===== config.mk =====
export PLATFORM = sky130hd
export DESIGN_NAME = xnor_test_sequencer
export DESIGN_NICKNAME = d
export VERILOG_FILES = /design/src/rtl/xnor_seq_pkg.sv /design/src/rtl/xnor_seq_dwell_cnt.sv /design/src/rtl/xnor_test_sequencer.sv
export SDC_FILE = /design/constraint.sdc
export NUM_CORES = 1
export LEC_CHECK = 0
export CELL_PAD_IN_SITES_DETAIL_PLACEMENT = 1
export CELL_PAD_IN_SITES_GLOBAL_PLACEMENT = 1
export CORE_AREA = 2 2 46 57
export DETAILED_ROUTE_END_ITERATION = 10
export DIE_AREA = 0 0 48 59
export PLACE_DENSITY_LB_ADDON = 0.1
export SYNTH_ARGS = -nofsm -noshare
export SYNTH_HDL_FRONTEND = slang
export SYNTH_SLANG_ARGS = --single-unit

===== constraint.sdc =====
create_clock -name clk -period 2.5 [get_ports clk]
set_input_delay 0.375 -clock clk [delete_from_list [all_inputs] [get_ports clk]]
set_output_delay 0.375 -clock clk [all_outputs]
set_load 0.01 [all_outputs]

===== src/rtl/xnor_seq_pkg.sv =====
// Shared types and helpers for the XNOR gate test sequencer.
package xnor_seq_pkg;

    typedef enum logic [1:0] {
        IDLE = 2'd0,
        RUN  = 2'd1,
        DONE = 2'd2
    } state_t;

    typedef logic [1:0] vec_t;

    localparam vec_t LAST_VEC = 2'b11;

    // Response of a healthy 2-input XNOR for the applied vector {a,b}.
    function automatic logic expected_y(input vec_t v);
        return ~(v[1] ^ v[0]);
    endfunction

endpackage


===== src/rtl/xnor_seq_dwell_cnt.sv =====
// Dwell timer: counts cycles a vector is held and flags the final one.
module xnor_seq_dwell_cnt #(
    parameter int DWELL_CYCLES = 4
) (
    input  logic clk,
    input  logic rst,
    input  logic i_clear,
    input  logic i_enable,
    output logic o_last
);

    localparam logic [7:0] LAST_COUNT = 8'(DWELL_CYCLES - 1);

    logic [7:0] r_count;

    // Wraps to zero after the last cycle so the next vector starts a fresh window.
    always_ff @(posedge clk or posedge rst) begin
        if (rst) begin
            r_count <= 8'd0;
        end else if (i_clear) begin
            r_count <= 8'd0;
        end else if (i_enable) begin
            if (r_count == LAST_COUNT) begin
                r_count <= 8'd0;
            end else begin
                r_count <= r_count + 8'd1;
            end
        end
    end

    assign o_last = (r_count == LAST_COUNT);

endmodule


===== src/rtl/xnor_test_sequencer.sv =====
// Walks a 2-input XNOR through all four input vectors and counts wrong responses.
// Optional capture[3:0] output of the raw samples when XNOR_SEQ_CAPTURE_EN is defined.
module xnor_test_sequencer
    import xnor_seq_pkg::*;
#(
    parameter int DWELL_CYCLES = 4,
    parameter int ERR_W        = 3
) (
    input  logic             clk,
    input  logic             rst,
    input  logic             start,
    input  logic             y_in,
    output logic             a_out,
    output logic             b_out,
    output logic             busy,
    output logic             done,
    output logic             pass,
    output logic [ERR_W-1:0] err_count,
    output logic [1:0]       vec_idx
`ifdef XNOR_SEQ_CAPTURE_EN
    ,
    output logic [3:0]       capture
`endif
);

    localparam logic [ERR_W-1:0] ERR_MAX = '1;

    state_t           r_state;
    state_t           w_next;
    vec_t             r_vec;
    logic [ERR_W-1:0] r_errCount;
    logic             r_pass;
    logic             w_accept;
    logic             w_last;
    logic             w_sample;
    logic             w_mismatch;
    logic             w_final;

    assign w_accept   = (r_state == IDLE) && start;
    assign w_sample   = (r_state == RUN) && w_last;
    assign w_mismatch = w_sample && (y_in != expected_y(r_vec));
    assign w_final    = w_sample && (r_vec == LAST_VEC);

    xnor_seq_dwell_cnt #(
        .DWELL_CYCLES(DWELL_CYCLES)
    ) u_dwell (
        .clk     (clk),
        .rst     (rst),
        .i_clear (w_accept),
        .i_enable(r_state == RUN),
        .o_last  (w_last)
    );

    always_ff @(posedge clk or posedge rst) begin
        if (rst) begin
            r_state <= IDLE;
        end else begin
            r_state <= w_next;
        end
    end

    always_comb begin
        w_next = r_state;
        unique case (r_state)
            IDLE:    if (start)   w_next = RUN;
            RUN:     if (w_final) w_next = DONE;
            DONE:                 w_next = IDLE;
            default:              w_next = IDLE;
        endcase
    end

    // Vector index returns to 00 after the last sample so IDLE/DONE drive zeros.
    always_ff @(posedge clk or posedge rst) begin
        if (rst) begin
            r_vec <= 2'b00;
        end else if (w_accept) begin
            r_vec <= 2'b00;
        end else if (w_sample) begin
            r_vec <= w_final ? 2'b00 : r_vec + 2'b01;
        end
    end

    always_ff @(posedge clk or posedge rst) begin
        if (rst) begin
            r_errCount <= '0;
        end else if (w_accept) begin
            r_errCount <= '0;
        end else if (w_mismatch && (r_errCount != ERR_MAX)) begin
            r_errCount <= r_errCount + 1'b1;
        end
    end

    // The final sample is not yet in r_errCount, so fold it in directly.
    always_ff @(posedge clk or posedge rst) begin
        if (rst) begin
            r_pass <= 1'b0;
        end else if (w_accept) begin
            r_pass <= 1'b0;
        end else if (w_final) begin
            r_pass <= (r_errCount == '0) && !w_mismatch;
        end
    end

`ifdef XNOR_SEQ_CAPTURE_EN
    logic [3:0] r_capture;

    always_ff @(posedge clk or posedge rst) begin
        if (rst) begin
            r_capture <= 4'b0000;
        end else if (w_accept) begin
            r_capture <= 4'b0000;
        end else if (w_sample) begin
            r_capture[r_vec] <= y_in;
        end
    end

    assign capture = r_capture;
`endif

    assign a_out     = r_vec[1];
    assign b_out     = r_vec[0];
    assign vec_idx   = r_vec;
    assign busy      = (r_state == RUN);
    assign done      = (r_state == DONE);
    assign pass      = r_pass;
    assign err_count = r_errCount;

endmodule


==> results of run 1 <==
[final timing paths]
kind | from | to | cells after the start
setup reg to reg | u_dwell.r_count[1]$_DFFE_PP0P_ | err_count[1]$_DFFE_PP0P_ | 5
hold / removal | rst | err_count[1]$_DFFE_PP0P_ | 2
hold reg to reg | pass$_DFFE_PP0P_ | pass$_DFFE_PP0P_ | 2
setup / recovery | r_state[1]$_DFFE_PP0P_ | busy | 3
max in group asynchronous | rst | u_dwell.r_count[7]$_DFFE_PP0P_ | 2
min in group clk | pass$_DFFE_PP0P_ | pass$_DFFE_PP0P_ | 2
[synthesized netlist by cell type]
cell type,instances,area [µm²]
nand4_1,1,6.260
and4_1,1,8.760
nand2_1,13,48.80
nor3_1,2,10.01
a22o_1,1,8.760
mux2_2,1,11.26
ha_1,5,62.56
nand2b_4,1,13.76
a21oi_1,2,10.01
nor4_1,1,6.260
nor2_1,9,33.78
a21oi_2,1,8.760
nand2_4,1,11.26
nor2b_1,1,6.260
xor2_1,1,8.760
a21o_1,2,15.01
o21ai_1,2,10.01
nand3b_1,1,7.510
o21ai_0,3,15.01
mux2i_1,5,50.05
buf_4,2,15.01
nor4b_2,2,30.03
clkbuf_1,1,3.750
dfrtp_1,16,400.4
nand2b_1,1,6.260
nand3_1,3,15.01
a31oi_1,2,12.51
inv_1,4,15.01
nand4b_1,1,8.760
and3_1,2,12.51
clkinv_2,1,5.000
a41oi_1,2,17.52
buf_6,2,22.52
nor3b_2,1,12.51
mux2_4,1,15.01
and2_1,1,6.260
[registers in the layout (all words and copies together) (netlist names)]
signal and flops:
u_dwell.r_count 8, err_count 3, r_state 2, vec_idx 2, pass 1
[layout by cell type (no fill, tap or decap), types with 3 or more instances in the layout]
master	Yosys	final
clkdlybuf4s50_1	0	13
nand2_1	13	13
clkbuf_4	0	3
inv_1	4	4
mux2i_1	5	5
nor2_1	9	9
ha_1	5	5
o21ai_0	3	3
nand3_1	3	3
dfrtp_1	16	16
[power groups by stage]
| stage | logic [mW] | clock network (mW) | registers (mW) |
|---|---|---|---|
| 2_1_floorplan | 0.417 | 0 | 0.435 |
| 3_3_place_gp | 0.542 | 0 | 0.460 |
| 3_5_place_dp | 0.555 | 0 | 0.464 |
| 4_1_cts | 0.564 | 0.184 | 0.460 |
| 5_1_grt | 0.620 | 0.190 | 0.476 |
| 6_report | 0.551 | 0.177 | 0.459 |
[kinds of logic (layout without fill, tap and decap cells)]
kind of cell | count (synthesis) | in the layout | synth area share, %
AND/OR/NAND/NOR | 42 | 42 | 25.66
adder cells (fa/ha/maj) | 5 | 5 | 6.579
buffers and inverters | 10 | 22 | 6.445
multiplexers | 7 | 7 | 8.026
flip-flops | 16 | 16 | 42.10
XOR/XNOR | 1 | 1 | 0.9212
AO/OA/AOI/OAI | 15 | 15 | 10.26
[cell type report]
| cell class | instances | area [µm²] | share of cell area (%) |
|---|---|---|---|
| multi-input combinational | 70 | 489.2 | 43.88 |
| sequential | 16 | 400.4 | 35.91 |
| timing repair buffer | 13 | 130.1 | 11.67 |
| tap | 31 | 38.79 | 3.479 |
| clock buffer | 4 | 36.28 | 3.255 |
| inverter | 5 | 20.02 | 1.796 |
[routing by layer]
metal	track usage [%]	vias to the layer above	part of all wire, %
met5	0	-	0
met1	20.90	363	43
met2	30.29	9	54
li1	-	361	-
met4	6.950	0	0.50
met3	1.829	2	2.2
[through the flow]
step / worst slack, ns / util [%]
final: 0.5539 / 49.36
after global routing: 0.4807 / 49.36
after CTS: 0.5392 / 49.36
after detailed placement: 0.5985 / 47.76
after global placement: 0.6308 / 47.76
after floorplan: 0.9292 / -
==> results_dict.tcl, run 1 <==
set metrics [dict create \
    clock.fmax_mhz 513.8 \
    synthCells 96 \
    worstPathCellList "nand2b_4, clkinv_2, clkdlybuf4s50_1" \
    number_of_antenna_violations_at_the_first_check_in_global_routing 0 \
    switching_share_pct 41.14 \
    fill_cells 278 \
    max-vdd-ir-drop_v 0.0007052 \
    vias_in_the_first_global_route 781 \
    tritoncts_num_sinks 16 \
    area_delta_synth_final_pct 17.24 \
    synth_nets 105 \
    power_leakage_nw 0.5233 \
    path_buf_inv 2 \
    worst-slew-pin-transition_ns 0.6210 \
    crit_path_end_kind "primary output" \
    finalWirelength_mm 2.005 \
    outcome "completed" \
    sequentialPowerShare_pct 38.7 \
    post_cts_hold_buffer_count 0 \
    maxCapViolCount 0 \
    dpl_cell_area_mm2 0.001079 \
    global_route.overflow_total 0 \
    design.portCount 14 \
    num_rows 19 \
    tritonroute_pass_1_iters 6 \
    report.final.slew_viol_count 0 \
    synth_area_um2 950.9 \
    yosys.cell_types.count 36 \
    cts-buffers-inserted 3 \
    cts-root-buf "clkbuf_4" \
    fin_crit_ns 1.946 \
    via_count_of_the_routed_design 735 \
    ys_ff_latch 16 \
    timing.critical_path.slowest_cell_delay_ns 0.55 \
    clock_latency_ns 0.29 \
    globalRouteTotalUtil_pct 17.38 \
    power_frac_clock_pct 14.9 \
    detail_route.iter0.violations 11 \
    critPathLaunchType "flop" \
    timing.critical_path.arrival_ns 1.57 \
    totalNegativeSetupSlack_ns 0 \
    intPower_mw 0.6987 \
    fin_crit_sh_pct 77.85 \
    total_power_mw 1.187 \
    clkTransAtPathRegs_ns 0.10 \
    die_height_um 59 \
    cts_setup_buffers 0 \
    placed_cells 135 \
    worst_clock_skew_ns 0.005242 \
    wl_per_cell_um 14.42 \
    postSynthAreaPerCell_um2 9.905 \
    final_hold_viol_count 0 \
    critical_path.top_delay_family "buffers and inverters" \
    min-delay-path-class "in2async" \
    clock_tree.buffer_depth 2 \
    required_ns 2.12 \
    rsz_0062_raised_after_global_routing "no" \
    final-instance-count-excl-fill 139 \
    drive_gt1_share_pct 12.04 \
    finalNetCount 118 \
    crit_path_max_fanout 9 \
    finalWeightedCongestion 0.7105 \
    crit_path_top_delay_cell "clkdlybuf4s50_1" \
    combinationalPowerShare_pct 46.4 \
    setup.worst_path.class "reg2out" \
    drt-vias-per-instance 5.288 \
    grt_start_max_net_pins 17 \
    die_x_um 48 \
    core_mm2 0.002258 \
    drc 0 \
    design.die.area_mm2 0.002832 \
    finish.instance_area_mm2 0.001115 \
    port_buffers 13 \
    net-switching-power_mw 0.4885 \
    slew-limit-headroom_pct 58.56 \
    finalSetupViolations 0 \
    cts.htree.levels 1 \
    grt_pass1_wl_mm 3.470 \
    tritoncts "built" \
    antennaDiodeCount 0 \
    synth_sequential_area_ratio_pct 42.11 \
    r2r_setup_slk_ns 0.71 \
    initial_cell_density_of_the_core_pct 42.11 \
    post_route_worst_hold_slack_ns 0.4513 \
    dp_hpwl_mm 1.544 \
    drt.antenna.violating_nets 0 \
    yosysWarnings 0 \
    cts-resized-gates 0 \
    power.density_cell_area_mw_per_mm2 1065 \
]
No activity file was read; power rests on OpenSTA's default activity.
==> inputs of run 2 (changes only) <==
Settings changed: CORE_AREA 2 2 46 57 to 2 2 48 59, DIE_AREA 0 0 48 59 to 0 0 50 61.
Clock period 2.5 ns to 1.8 ns, I/O delays scaled along.
==> run 2 against run 1 <==
Clock power increased by 5%. Final area increased by 0.34%. Via count unchanged.
==> results_dict.tcl, run 2 (synthesized netlist as in run 1, its figures left out) <==
set metrics [dict create \
    tritoncts_num_sinks 16 \
    globalRouteTotalUtil_pct 15.92 \
    cts-buffers-inserted 3 \
    layout_common_cells "16 x dfrtp_1, 13 x nand2_1, 12 x clkdlybuf4s50_1, 9 x nor2_1" \
    final-instance-count-excl-fill 142 \
    cts-root-buf "clkbuf_4" \
    grt_pass1_wl_mm 3.629 \
    finalNetCount 120 \
    tritonroute_pass_1_iters 2 \
    slew-limit-headroom_pct 77.05 \
    initial_cell_density_of_the_core_pct 38.38 \
    worstPathCellList "nor2b_1, clkdlybuf4s50_1" \
    multiInputGateArea_um2 490.5 \
    report.final.slew_viol_count 0 \
    timing.critical_path.slowest_cell_delay_ns 0.55 \
    die_x_um 50 \
    global_route.overflow_total 0 \
    drive_gt1_share_pct 13.76 \
    layout.core_utilization_pct 45.15 \
    tritoncts "built" \
    placed_cells 139 \
    largest_register_ffs 8 \
    critPathLaunchType "flop" \
    maxCapViolCount 0 \
    design.portCount 14 \
    design.die.area_mm2 0.003050 \
    min-delay-path-class "in2async" \
    required_ns 1.53 \
    layout.cells.most_common "dfrtp_1" \
    finish.instance_area_mm2 0.001119 \
    drt-vias-per-instance 5.176 \
    number_of_antenna_violations_at_the_first_check_in_global_routing 0 \
    fill_cells 286 \
    die_height_um 61 \
    detail_route.iter0.violations 4 \
    finalWeightedCongestion 0.7821 \
    power.density_cell_area_mw_per_mm2 1409 \
    worst_clock_skew_ns 0.003647 \
    worst-slew-pin-transition_ns 0.3429 \
    post_route_worst_hold_slack_ns 0.2886 \
    cts.htree.levels 1 \
    antennaDiodeCount 0 \
    dpl_cell_area_mm2 0.001096 \
    fin_crit_ns 1.684 \
    layout.area.seq_um2 400.4 \
    registers.top_by_ff_count "u_dwell.r_count" \
    setup.worst_path.class "reg2out" \
    port_buffers 13 \
    crit_path_max_fanout 4 \
    crit_path_end_kind "primary output" \
    totalNegativeSetupSlack_ns 0 \
    power_leakage_nw 0.5244 \
    clock_tree.buffer_depth 2 \
    max-vdd-ir-drop_v 0.0006389 \
    dp_hpwl_mm 1.570 \
    clkTransAtPathRegs_ns 0.09 \
    core_mm2 0.002477 \
    timing.critical_path.arrival_ns 1.41 \
    vias_in_the_first_global_route 799 \
    crit_path_top_delay_cell "clkdlybuf4s50_1" \
    grt_start_max_net_pins 17 \
    final_hold_viol_count 0 \
    finalSetupViolations 0 \
    post-route-worst-setup-slack_ns 0.1163 \
    rsz_0062_raised_after_global_routing "no" \
    num_rows 20 \
    total_power_mw 1.576 \
    wl_per_cell_um 14.15 \
    clock.fmax_mhz 593.9 \
    clock_latency_ns 0.28 \
    drt.antenna.violating_nets 0 \
    drc 0 \
    fin_crit_sh_pct 93.54 \
    area_delta_synth_final_pct 17.63 \
    finalWirelength_mm 2.009 \
    via_count_of_the_routed_design 735 \
    place_ws_ns 0.1002 \
    cts_setup_buffers 0 \
    outcome "completed" \
]
[run 2: cell types whose count changed in the layout (fill, tap and decap cells not counted), sizes merged]
| cell | change |
|---|---|
| clkdlybuf4s50 | -1 |
| clkbuf | -1 |
| buf | +2 |
| dlygate4sd2 | +1 |
[run 2: what timing repair did]
item | in CTS | in global routing
hold buffers | 0 | 0
setup endpoints to repair | 1 | 2
endpoints found under the hold margin | 0 | 0
resized for setup | 1 | 1
[run 2: layout make-up]
class | count | area share (%)
clock buffer | 3 | 2.013
multi-input combinational | 70 | 43.85
tap | 33 | 3.691
timing repair buffer | 15 | 12.86
sequential | 16 | 35.79
inverter | 5 | 1.790
[run 2: worst paths after layout]
kind / cells past startpoint / end / startpoint / slack (ns)
setup / recovery: 2 / done / r_state[0]$_DFFE_PP0P_ / 0.12
hold / removal: 3 / err_count[0]$_DFFE_PP0P_ / rst / 0.29
setup reg to reg: 5 / err_count[1]$_DFFE_PP0P_ / u_dwell.r_count[0]$_DFFE_PP0P_ / 0.16
hold reg to reg: 2 / pass$_DFFE_PP0P_ / pass$_DFFE_PP0P_ / 0.54
max in group asynchronous: 3 / u_dwell.r_count[0]$_DFFE_PP0P_ / rst / 1.33
min in group clk: 2 / pass$_DFFE_PP0P_ / pass$_DFFE_PP0P_ / 0.54
[run 2: routing by layer]
| metal | track usage [%] | share of wire (%) | routed length [µm] | up-vias |
|---|---|---|---|---|
| li1 | - | - | - | 363 |
| met1 | 18.68 | 44 | 881 | 360 |
| met2 | 28.20 | 53 | 1072 | 10 |
| met3 | 2.217 | 2.3 | 47 | 2 |
| met4 | 8.730 | 0.40 | 8 | 0 |
| met5 | 0 | 0 | 0 | - |
[run 2: power breakdown]
| part | internal (mW) | switching [mW] |
|---|---|---|
| clock | 0.0776 | 0.107 |
| sequential | 0.475 | 0.164 |
| combinational | 0.372 | 0.380 |
| total | 0.925 | 0.651 |
[run 2: critical path: cells and delay by family (launching register included)]
family | cells | cell delay [ns]
and+or+nand+nor | 1 | 0.14
DFF | 1 | 0.45
buffers and inverters | 1 | 0.55
